--- config.mk ---
export PLATFORM = sky130hd
export DESIGN_NAME = pc_unit_flat
export DESIGN_NICKNAME = d
export VERILOG_FILES = /design/src/rtl/pc_pkg.sv /design/src/rtl/pc_unit_if.sv /design/src/rtl/pc_ras.sv /design/src/rtl/pc_unit.sv /design/src/flat_wrapper.sv
export SDC_FILE = /design/constraint.sdc
export NUM_CORES = 1
export LEC_CHECK = 0
export BUFFER_PORTS_ARGS = -buffer_cell sky130_fd_sc_hd__buf_2
export CORE_MARGIN = 10
export CORE_UTILIZATION = 50
export CTS_CLUSTER_SIZE = 10
export DETAILED_ROUTE_END_ITERATION = 8
export PLACE_DENSITY_LB_ADDON = 0.05
export SYNTH_ARGS = -nofsm -noshare
export SYNTH_HDL_FRONTEND = slang
export SYNTH_SLANG_ARGS = --single-unit
--- constraint.sdc ---
create_clock -name clk -period 4.1 [get_ports clk]
set_clock_uncertainty 0.15 [all_clocks]
set_input_delay 0.615 -clock clk [delete_from_list [all_inputs] [get_ports clk]]
set_output_delay 0.615 -clock clk [all_outputs]
set_load 0.05 [all_outputs]
--- src/rtl/pc_pkg.sv ---
// Shared definitions for the program-counter unit: next-PC select encoding.
package pc_pkg;

    typedef logic [2:0] pc_sel_t;

    localparam pc_sel_t PC_SEL_HOLD   = 3'd0;
    localparam pc_sel_t PC_SEL_INC    = 3'd1;
    localparam pc_sel_t PC_SEL_LOAD   = 3'd2;
    localparam pc_sel_t PC_SEL_CALL   = 3'd3;
    localparam pc_sel_t PC_SEL_RET    = 3'd4;
    localparam pc_sel_t PC_SEL_RET_UF = 3'd5;

endpackage

--- src/rtl/pc_unit_if.sv ---
// Control/status bundle between the fetch-stage controller (master) and pc_unit (slave).
interface pc_unit_if #(
    parameter int unsigned WIDTH     = 32,
    parameter int unsigned RAS_DEPTH = 4
);
    localparam int unsigned CW = $clog2(RAS_DEPTH + 1);

    logic             ena;
    logic             load;
    logic             call;
    logic             ret;
    logic [WIDTH-1:0] target;
    logic [WIDTH-1:0] pc_out;
    logic [CW-1:0]    ras_count;
    logic             ras_uflow;
    logic             align_err;

    modport master (
        output ena, load, call, ret, target,
        input  pc_out, ras_count, ras_uflow, align_err
    );

    modport slave (
        input  ena, load, call, ret, target,
        output pc_out, ras_count, ras_uflow, align_err
    );

endinterface

--- src/rtl/pc_ras.sv ---
// Circular return-address stack; a push when full overwrites the oldest entry.
module pc_ras #(
    parameter int unsigned WIDTH = 32,
    parameter int unsigned DEPTH = 4
) (
    input  logic                         clk,
    input  logic                         rst,
    input  logic                         push,
    input  logic                         pop,
    input  logic [WIDTH-1:0]             push_data,
    output logic [WIDTH-1:0]             top,
    output logic [$clog2(DEPTH+1)-1:0]   count
);
    localparam int unsigned AW = $clog2(DEPTH);
    localparam int unsigned CW = $clog2(DEPTH + 1);
    localparam logic [CW-1:0] FULL = CW'(DEPTH);

    logic [WIDTH-1:0] mem [DEPTH];
    logic [AW-1:0]    wr_ptr;
    logic [CW-1:0]    cnt_q;

    // wr_ptr points at the next free slot, so the top lives one below it
    assign top   = mem[wr_ptr - AW'(1)];
    assign count = cnt_q;

    always_ff @(posedge clk) begin
        if (push) begin
            mem[wr_ptr] <= push_data;
        end
    end

    always_ff @(posedge clk) begin
        if (rst) begin
            wr_ptr <= '0;
            cnt_q  <= '0;
        end else if (push) begin
            wr_ptr <= wr_ptr + AW'(1);
            if (cnt_q != FULL) begin
                cnt_q <= cnt_q + CW'(1);
            end
        end else if (pop) begin
            wr_ptr <= wr_ptr - AW'(1);
            cnt_q  <= cnt_q - CW'(1);
        end
    end

endmodule

--- src/rtl/pc_unit.sv ---
// Program counter with call/return stack. Optional target alignment check
// enabled by defining PC_ALIGN_CHECK_EN.
module pc_unit
    import pc_pkg::*;
#(
    parameter int unsigned       WIDTH     = 32,
    parameter logic [WIDTH-1:0]  RESET_VEC = '0,
    parameter int unsigned       INC       = 4,
    parameter int unsigned       RAS_DEPTH = 4
) (
    input  logic      clk,
    input  logic      rst,
    pc_unit_if.slave  bus
);
    localparam int unsigned CW = $clog2(RAS_DEPTH + 1);

    pc_sel_t          sel;
    logic [WIDTH-1:0] pc_q;
    logic [WIDTH-1:0] pc_inc;
    logic [WIDTH-1:0] tgt;
    logic [WIDTH-1:0] ras_top;
    logic [CW-1:0]    ras_cnt;
    logic             uflow_q;

    assign pc_inc = pc_q + WIDTH'(INC);

`ifdef PC_ALIGN_CHECK_EN
    localparam logic [WIDTH-1:0] ALIGN_MASK = WIDTH'(INC - 1);
    logic misaligned;
    logic align_q;

    assign misaligned = |(bus.target & ALIGN_MASK);
    assign tgt        = bus.target & ~ALIGN_MASK;

    always_ff @(posedge clk) begin
        if (rst) begin
            align_q <= 1'b0;
        end else begin
            align_q <= ((sel == PC_SEL_CALL) || (sel == PC_SEL_LOAD)) && misaligned;
        end
    end

    assign bus.align_err = align_q;
`else
    assign tgt           = bus.target;
    assign bus.align_err = 1'b0;
`endif

    // Priority call > load > ret > increment; the losers are simply dropped
    always_comb begin
        sel = PC_SEL_HOLD;
        if (bus.ena) begin
            if (bus.call) begin
                sel = PC_SEL_CALL;
            end else if (bus.load) begin
                sel = PC_SEL_LOAD;
            end else if (bus.ret) begin
                sel = (ras_cnt != '0) ? PC_SEL_RET : PC_SEL_RET_UF;
            end else begin
                sel = PC_SEL_INC;
            end
        end
    end

    pc_ras #(
        .WIDTH (WIDTH),
        .DEPTH (RAS_DEPTH)
    ) u_ras (
        .clk       (clk),
        .rst       (rst),
        .push      (sel == PC_SEL_CALL),
        .pop       (sel == PC_SEL_RET),
        .push_data (pc_inc),
        .top       (ras_top),
        .count     (ras_cnt)
    );

    always_ff @(posedge clk) begin
        if (rst) begin
            pc_q    <= RESET_VEC;
            uflow_q <= 1'b0;
        end else begin
            case (sel)
                PC_SEL_INC,
                PC_SEL_RET_UF: pc_q <= pc_inc;
                PC_SEL_LOAD,
                PC_SEL_CALL:   pc_q <= tgt;
                PC_SEL_RET:    pc_q <= ras_top;
                default:       pc_q <= pc_q;
            endcase
            if (sel == PC_SEL_RET_UF) begin
                uflow_q <= 1'b1;
            end
        end
    end

    assign bus.pc_out    = pc_q;
    assign bus.ras_count = ras_cnt;
    assign bus.ras_uflow = uflow_q;

endmodule

--- src/flat_wrapper.sv ---
// flat-port wrapper written by rule: the top's interface ports become plain ports
module pc_unit_flat import pc_pkg::*;
#(
    parameter int unsigned       WIDTH     = 32,
    parameter logic [WIDTH-1:0]  RESET_VEC = '0,
    parameter int unsigned       INC       = 4,
    parameter int unsigned       RAS_DEPTH = 4
)
  (clk, rst, bus_ena, bus_load, bus_call, bus_ret, bus_target, bus_pc_out, bus_ras_count, bus_ras_uflow, bus_align_err);
  pc_unit_if #(.WIDTH(WIDTH), .RAS_DEPTH(RAS_DEPTH)) bus_i ();
  input  logic clk;
  input  logic rst;
  input wire logic [$bits(bus_i.ena)-1:0] bus_ena;
  input wire logic [$bits(bus_i.load)-1:0] bus_load;
  input wire logic [$bits(bus_i.call)-1:0] bus_call;
  input wire logic [$bits(bus_i.ret)-1:0] bus_ret;
  input wire logic [$bits(bus_i.target)-1:0] bus_target;
  output wire logic [$bits(bus_i.pc_out)-1:0] bus_pc_out;
  output wire logic [$bits(bus_i.ras_count)-1:0] bus_ras_count;
  output wire logic [$bits(bus_i.ras_uflow)-1:0] bus_ras_uflow;
  output wire logic [$bits(bus_i.align_err)-1:0] bus_align_err;
  assign bus_i.ena = bus_ena;
  assign bus_i.load = bus_load;
  assign bus_i.call = bus_call;
  assign bus_i.ret = bus_ret;
  assign bus_i.target = bus_target;
  assign bus_pc_out = bus_i.pc_out;
  assign bus_ras_count = bus_i.ras_count;
  assign bus_ras_uflow = bus_i.ras_uflow;
  assign bus_align_err = bus_i.align_err;
  pc_unit #(.WIDTH(WIDTH), .RESET_VEC(RESET_VEC), .INC(INC), .RAS_DEPTH(RAS_DEPTH)) u_core (.clk(clk), .rst(rst), .bus(bus_i));
endmodule
Yosys cells after proc, flatten, opt, wreduce, memory -nomap -nowiden --
Memories as Yosys holds them, arrays and structs flattened. Index checks and enable logic that the tools add are counted.
Storage, ports and cells: latch bits 0, input port bits 38, output and inout bits 37, memories 1, memory bits (read-only) 0, flip-flop bits (word level) 38, bits in writable memories 128, word-level logic and storage cells 36
Memory list:
- u_core.u_ras.mem | words 4, width 32, read ports 1, clocked after memory_dff 0, write ports 1, RTL line pc_ras.sv:18 | logic [WIDTH-1:0] mem [DEPTH];
Cells by class: equal/unequal tests 7, reduce and logical (&&, ||, !) cells 6, add/sub/neg operators 5, divide/modulo/power cells 0, mux-type cells 13, $lt $le $gt $ge 0, bitwise gates (word level) 0, multipliers 0, shifts and indexed selects 0
Operators with widths (number):
- $pmux W32 S3 | 1
- $add A32 B3 Y32 const B | 1
- $mux W3 | 7
- $eq A3 B2 Y1 const B | 2
- $eq A3 B3 Y1 const B | 2
- $reduce_bool A3 Y1 | 2
- $mux W2 | 2
- $reduce_or A2 Y1 | 2
- $add A3 B1 Y3 const B | 1
- $eq A3 B1 Y1 const B | 1
- $mux W1 | 3
- $ne A3 B3 Y1 const B | 1
- $sub A3 B1 Y3 const B | 1
- $add A2 B1 Y2 const B | 1
- $ne A2 B1 Y1 const B | 1
- $reduce_and A2 Y1 | 1
- $reduce_bool A2 Y1 | 1
- $sub A2 B1 Y2 const B | 1

Longest topological paths before layout --
word-level depth 9, gate-level depth with buffers 12, mapped depth without buffers 7

Cells and area by module --
Synthesis repeated with hierarchy kept, for this count alone.
Second synthesis, totals: cell total of the unflattened synthesis 536, area total of the unflattened synthesis 7524.7 sq um
Modules (own cells, without submodules):
- pc_ras | seq. area each 3943.8 sq um, instances 1, cells an instance 206, area each 5001.0 sq um
- pc_unit | seq. area each 660.6 sq um, instances 1, cells an instance 330, area each 2523.7 sq um

Worst setup path after synthesis --
No wires, ideal clock.
path type register to register, from register u_core.u_ras.wr_ptr[0], to register u_core.pc_q[13] (netlist: u_core.bus.pc_out[13]), path buffers 6, cell stages (with the launch flop) 12, data required time 3.818 ns, slack 1.050 ns, data arrival time 2.768 ns, setup time 0.132 ns, clock period less this slack 3.050 ns, path through dfxtp_1 -> buf_4 -> buf_4 -> buf_2 -> inv_1 -> ha_1 -> buf_2 -> buf_2 -> clkbuf_1 -> mux4_2 -> a221oi_1 -> nor3_1
On the way: word-level cells in the longest chain between the ends 3
Ends and longest elaborated chain:
- start: declaration | RTL line pc_ras.sv:19 | logic [AW-1:0] wr_ptr;
- start signal: assignment | RTL line pc_ras.sv:37 | wr_ptr <= wr_ptr + AW'(1);
- start signal: assignment | RTL line pc_ras.sv:42 | wr_ptr <= wr_ptr - AW'(1);
- $sub A2 B1 Y2 | RTL line pc_ras.sv:23 | assign top = mem[wr_ptr - AW'(1)];
- $mem_v2 Z4 W32
- $pmux W32 S3 | RTL line pc_unit.sv:83 | case (sel)
- end signal: assignment | RTL line pc_unit.sv:85 | PC_SEL_RET_UF: pc_q <= pc_inc;
- end signal: assignment | RTL line pc_unit.sv:87 | PC_SEL_CALL: pc_q <= tgt;
- end signal: assignment | RTL line pc_unit.sv:88 | PC_SEL_RET: pc_q <= ras_top;
- end: declaration | RTL line pc_unit.sv:18 | logic [WIDTH-1:0] pc_q;
Every way passes these cells. A chain may end at the register's enable or synchronous reset.

Worst setup path after layout --
from register u_core.pc_q[2] (netlist: u_core.bus.pc_out[2]), to register u_core.pc_q[24] (netlist: u_core.bus.pc_out[24])
On the way: word-level cells in the longest chain between the ends 2
Ends and longest elaborated chain:
- $add A32 B3 Y32 | RTL line pc_unit.sv:25 | assign pc_inc = pc_q + WIDTH'(INC);
- $pmux W32 S3 | RTL line pc_unit.sv:83
Every way passes these cells.

==> flow_metrics.tcl <==
set metrics [dict create \
    io_buffer_count 73 \
    cts_setup_buffers 0 \
    timing.rr.start "u_core.bus.pc_out[2]" \
    final-setup-viol-count 0 \
    synth_top_area_share_pct 51.2 \
    powerDensity_nw_per_um2 493 \
    nets 638 \
    syn_area_um2 7500 \
    syn_inst 537 \
    synth_top_cells_by_count "edfxtp_1, dfxtp_1, mux4_2" \
    ir_drop_mv 0.275 \
    grt_antenna_before_repair 0 \
    worst_ep_arrival_time_ns 2.92 \
    hold_viol 0 \
    route.detailed.drc 0 \
    diodes 0 \
    r2r_setup_slack_ns 1.38 \
    syn2layout_area_growth_pct 14.3 \
    grt_pass1_wl_mm 28.3 \
    die-area_um2 20300 \
    post_cts_resized 0 \
    overflow 0 \
    synthFlopType "edfxtp_1" \
    cts_buffers 17 \
    fin_area_um2 8580 \
    ff2ff_path_depth 6 \
    finalSetupTns_ns 0 \
    viasPerCell 6.09 \
    drt-wirelength-per-cell_um 23.2 \
    core_area_um2 14600 \
    maxSlewViolCount 0 \
    path_class "flip-flop to flip-flop" \
    fin_crit_sh_pct 66.4 \
    placed_area_um2 7910 \
    async_reset_ff_share_pct 0 \
    die_h_um 142 \
    synth_seq_cells 166 \
    drt_pass1_iterations 5 \
    syn_avg_cell_area_um2 14.0 \
    maxCapViolCount 0 \
    cts_hold_buf 0 \
    synth_edf_count 128 \
    htreeDepth 4 \
    ant_nets 0 \
    end_kind "flip-flop" \
    holdWs_ns 0.335 \
    synth_nets 581 \
    place.gp.congestion 0.822 \
    synth-seq-area-share_pct 61.4 \
    hp-class "flip-flop to flip-flop" \
    p_leak_nw 3.04 \
    cp_max_fo 6 \
    die_w_um 142 \
    cts_tree "yes" \
    rows 44 \
    ys_warn_count 0 \
    clkTransAtPathRegs_ns 0.06 \
    hp-start "u_core.bus.ras_uflow" \
    synthTopCellsByArea "edfxtp_1, dfxtp_1, mux4_2" \
    fmax_mhz 367 \
    crit_path_start_kind "flip-flop" \
    tightest_slew_ns 0.869 \
    grt_use_total_pct 18.3 \
    hold_depth 2 \
    status "complete, no violations" \
    ys_types 49 \
    cp-startpoint "u_core.bus.pc_out[2]" \
    worstSkewPairLatency_ns 0.42 \
    dp_hpwl_mm 11.9 \
    grt_max_degree 37 \
    grt_pass1_vias 4899 \
    critical_path_required_ns 4.29 \
    start_util_pct 51.2 \
    clkSinkCount 166 \
    yosys.area.top_type "edfxtp_1" \
    hold_path_end "u_core.bus.ras_uflow" \
    cts-root-buf "clkbuf_16" \
    vias 4811 \
    rsz0062_at_grt "false" \
    reg2reg_to "u_core.bus.pc_out[24]" \
    dr.first_iter.drc_count 312 \
    ioPinCount 75 \
    clockBufferDepth 2 \
    synth.most_common_cell "edfxtp_1" \
    slew_headroom_pct 42.1 \
    drive_above_1_share_pct 26.1 \
    wirelength_mm 18.3 \
    layout_min_cycle_time_ns 2.72 \
]
[critical path, cell delays in order, from the launching register on]
cell,delay [ns]
dfxtp_1,0.43
ha_1,0.34
nand4_1,0.21
nor3_1,0.68
nand3_2,0.21
or4_1,0.54
o211ai_1,0.09
[metal layers]
layer | track usage (%) | up-vias | part of all wire, %
met2 | 28.6 | 151 | 48
met1 | 24.6 | 2411 | 45
li1 | - | 2225 | -
met5 | 0 | - | 0
met4 | 6.62 | 0 | 1.5
met3 | 4.24 | 24 | 5.2
[sequential cells by signal, indices dropped and copies added, names as in the netlist]
register              cells
u_core.u_ras.mem        128
u_core.bus.pc_out        32
u_core.u_ras.count        3
u_core.u_ras.wr_ptr       2
u_core.bus.ras_uflow      1
[cell usage in the layout, fill, tap and decap left out, drive strengths merged, types with 2 or more instances in the layout]
cell type,Yosys,layout
edfxtp,128,128
o31a,2,2
clkbuf,15,22
dfxtp,38,38
nand2,29,29
or2,4,4
o221a,2,2
and4,10,10
mux2i,2,2
a22oi,6,6
a211oi,9,9
buf,31,84
clkinv,1,3
xnor2,23,23
a41oi,2,2
and2,8,8
inv,9,9
a221oi,12,12
o21a,2,2
xor2,6,6
nor3b,4,4
a21oi,28,28
nor3,14,14
nand4,13,13
nor2,29,29
a32oi,2,2
o21ai,7,7
nand3,18,18
a31oi,3,3
nor4,8,8
bufinv,0,6
ha,5,5
and3,12,12
a221o,14,14
mux4,32,32
[worst max path at each step]
stage                               to  slack (ns)
6_report         u_core.bus.pc_out[24]        1.38
3_5_place_dp     u_core.bus.pc_out[31]        1.16
5_1_grt        u_core.u_ras.mem[1][31]        1.20
4_1_cts          u_core.bus.pc_out[31]        1.40
2_1_floorplan    u_core.bus.pc_out[13]        1.05
3_3_place_gp     u_core.bus.pc_out[25]        1.26
[layout make-up]
| type | count | area [um2] |
|---|---|---|
| fillers | 1164 | 6070 |
| flip-flops and latches | 166 | 4610 |
| multi-input cells | 315 | 2590 |
| clock buffers | 22 | 464 |
| repair buffers | 84 | 448 |
| well taps | 184 | 230 |
| clock inverters | 9 | 198 |
| inverters | 10 | 37.5 |
[per-stage QoR]
step	cells	setup slack (ns)	power [mW]	util, %
final	790	1.38	4.22	58.6
after global routing	790	1.20	4.37	58.6
after detailed placement	759	1.16	2.48	54.0
after floorplan	537	1.05	2.34	-
after CTS	790	1.40	4.26	58.6
after global placement	759	1.26	2.47	54.0
[logic make-up (layout without fill, tap and decap cells)]
logic type      count (synthesis)  in the layout  share of synthesized area [%]
fa+ha+maj                       6              6                           1.10
xor+xnor                       29             29                           3.39
other cells                     1              1                         0.0500
buf+inv                        56            125                           4.07
compound gates                 93             93                           9.17
mux                            34             34                           9.87
flops                         166            166                           61.4
simple gates                  152            152                           11.0
[power by group]
| part | internal [mW] | switching (mW) |
|---|---|---|
| sequential | 1.89 | 0.0602 |
| clock | 1.17 | 0.618 |
| combinational | 0.174 | 0.315 |
No activity file was read; power rests on OpenSTA's default activity.
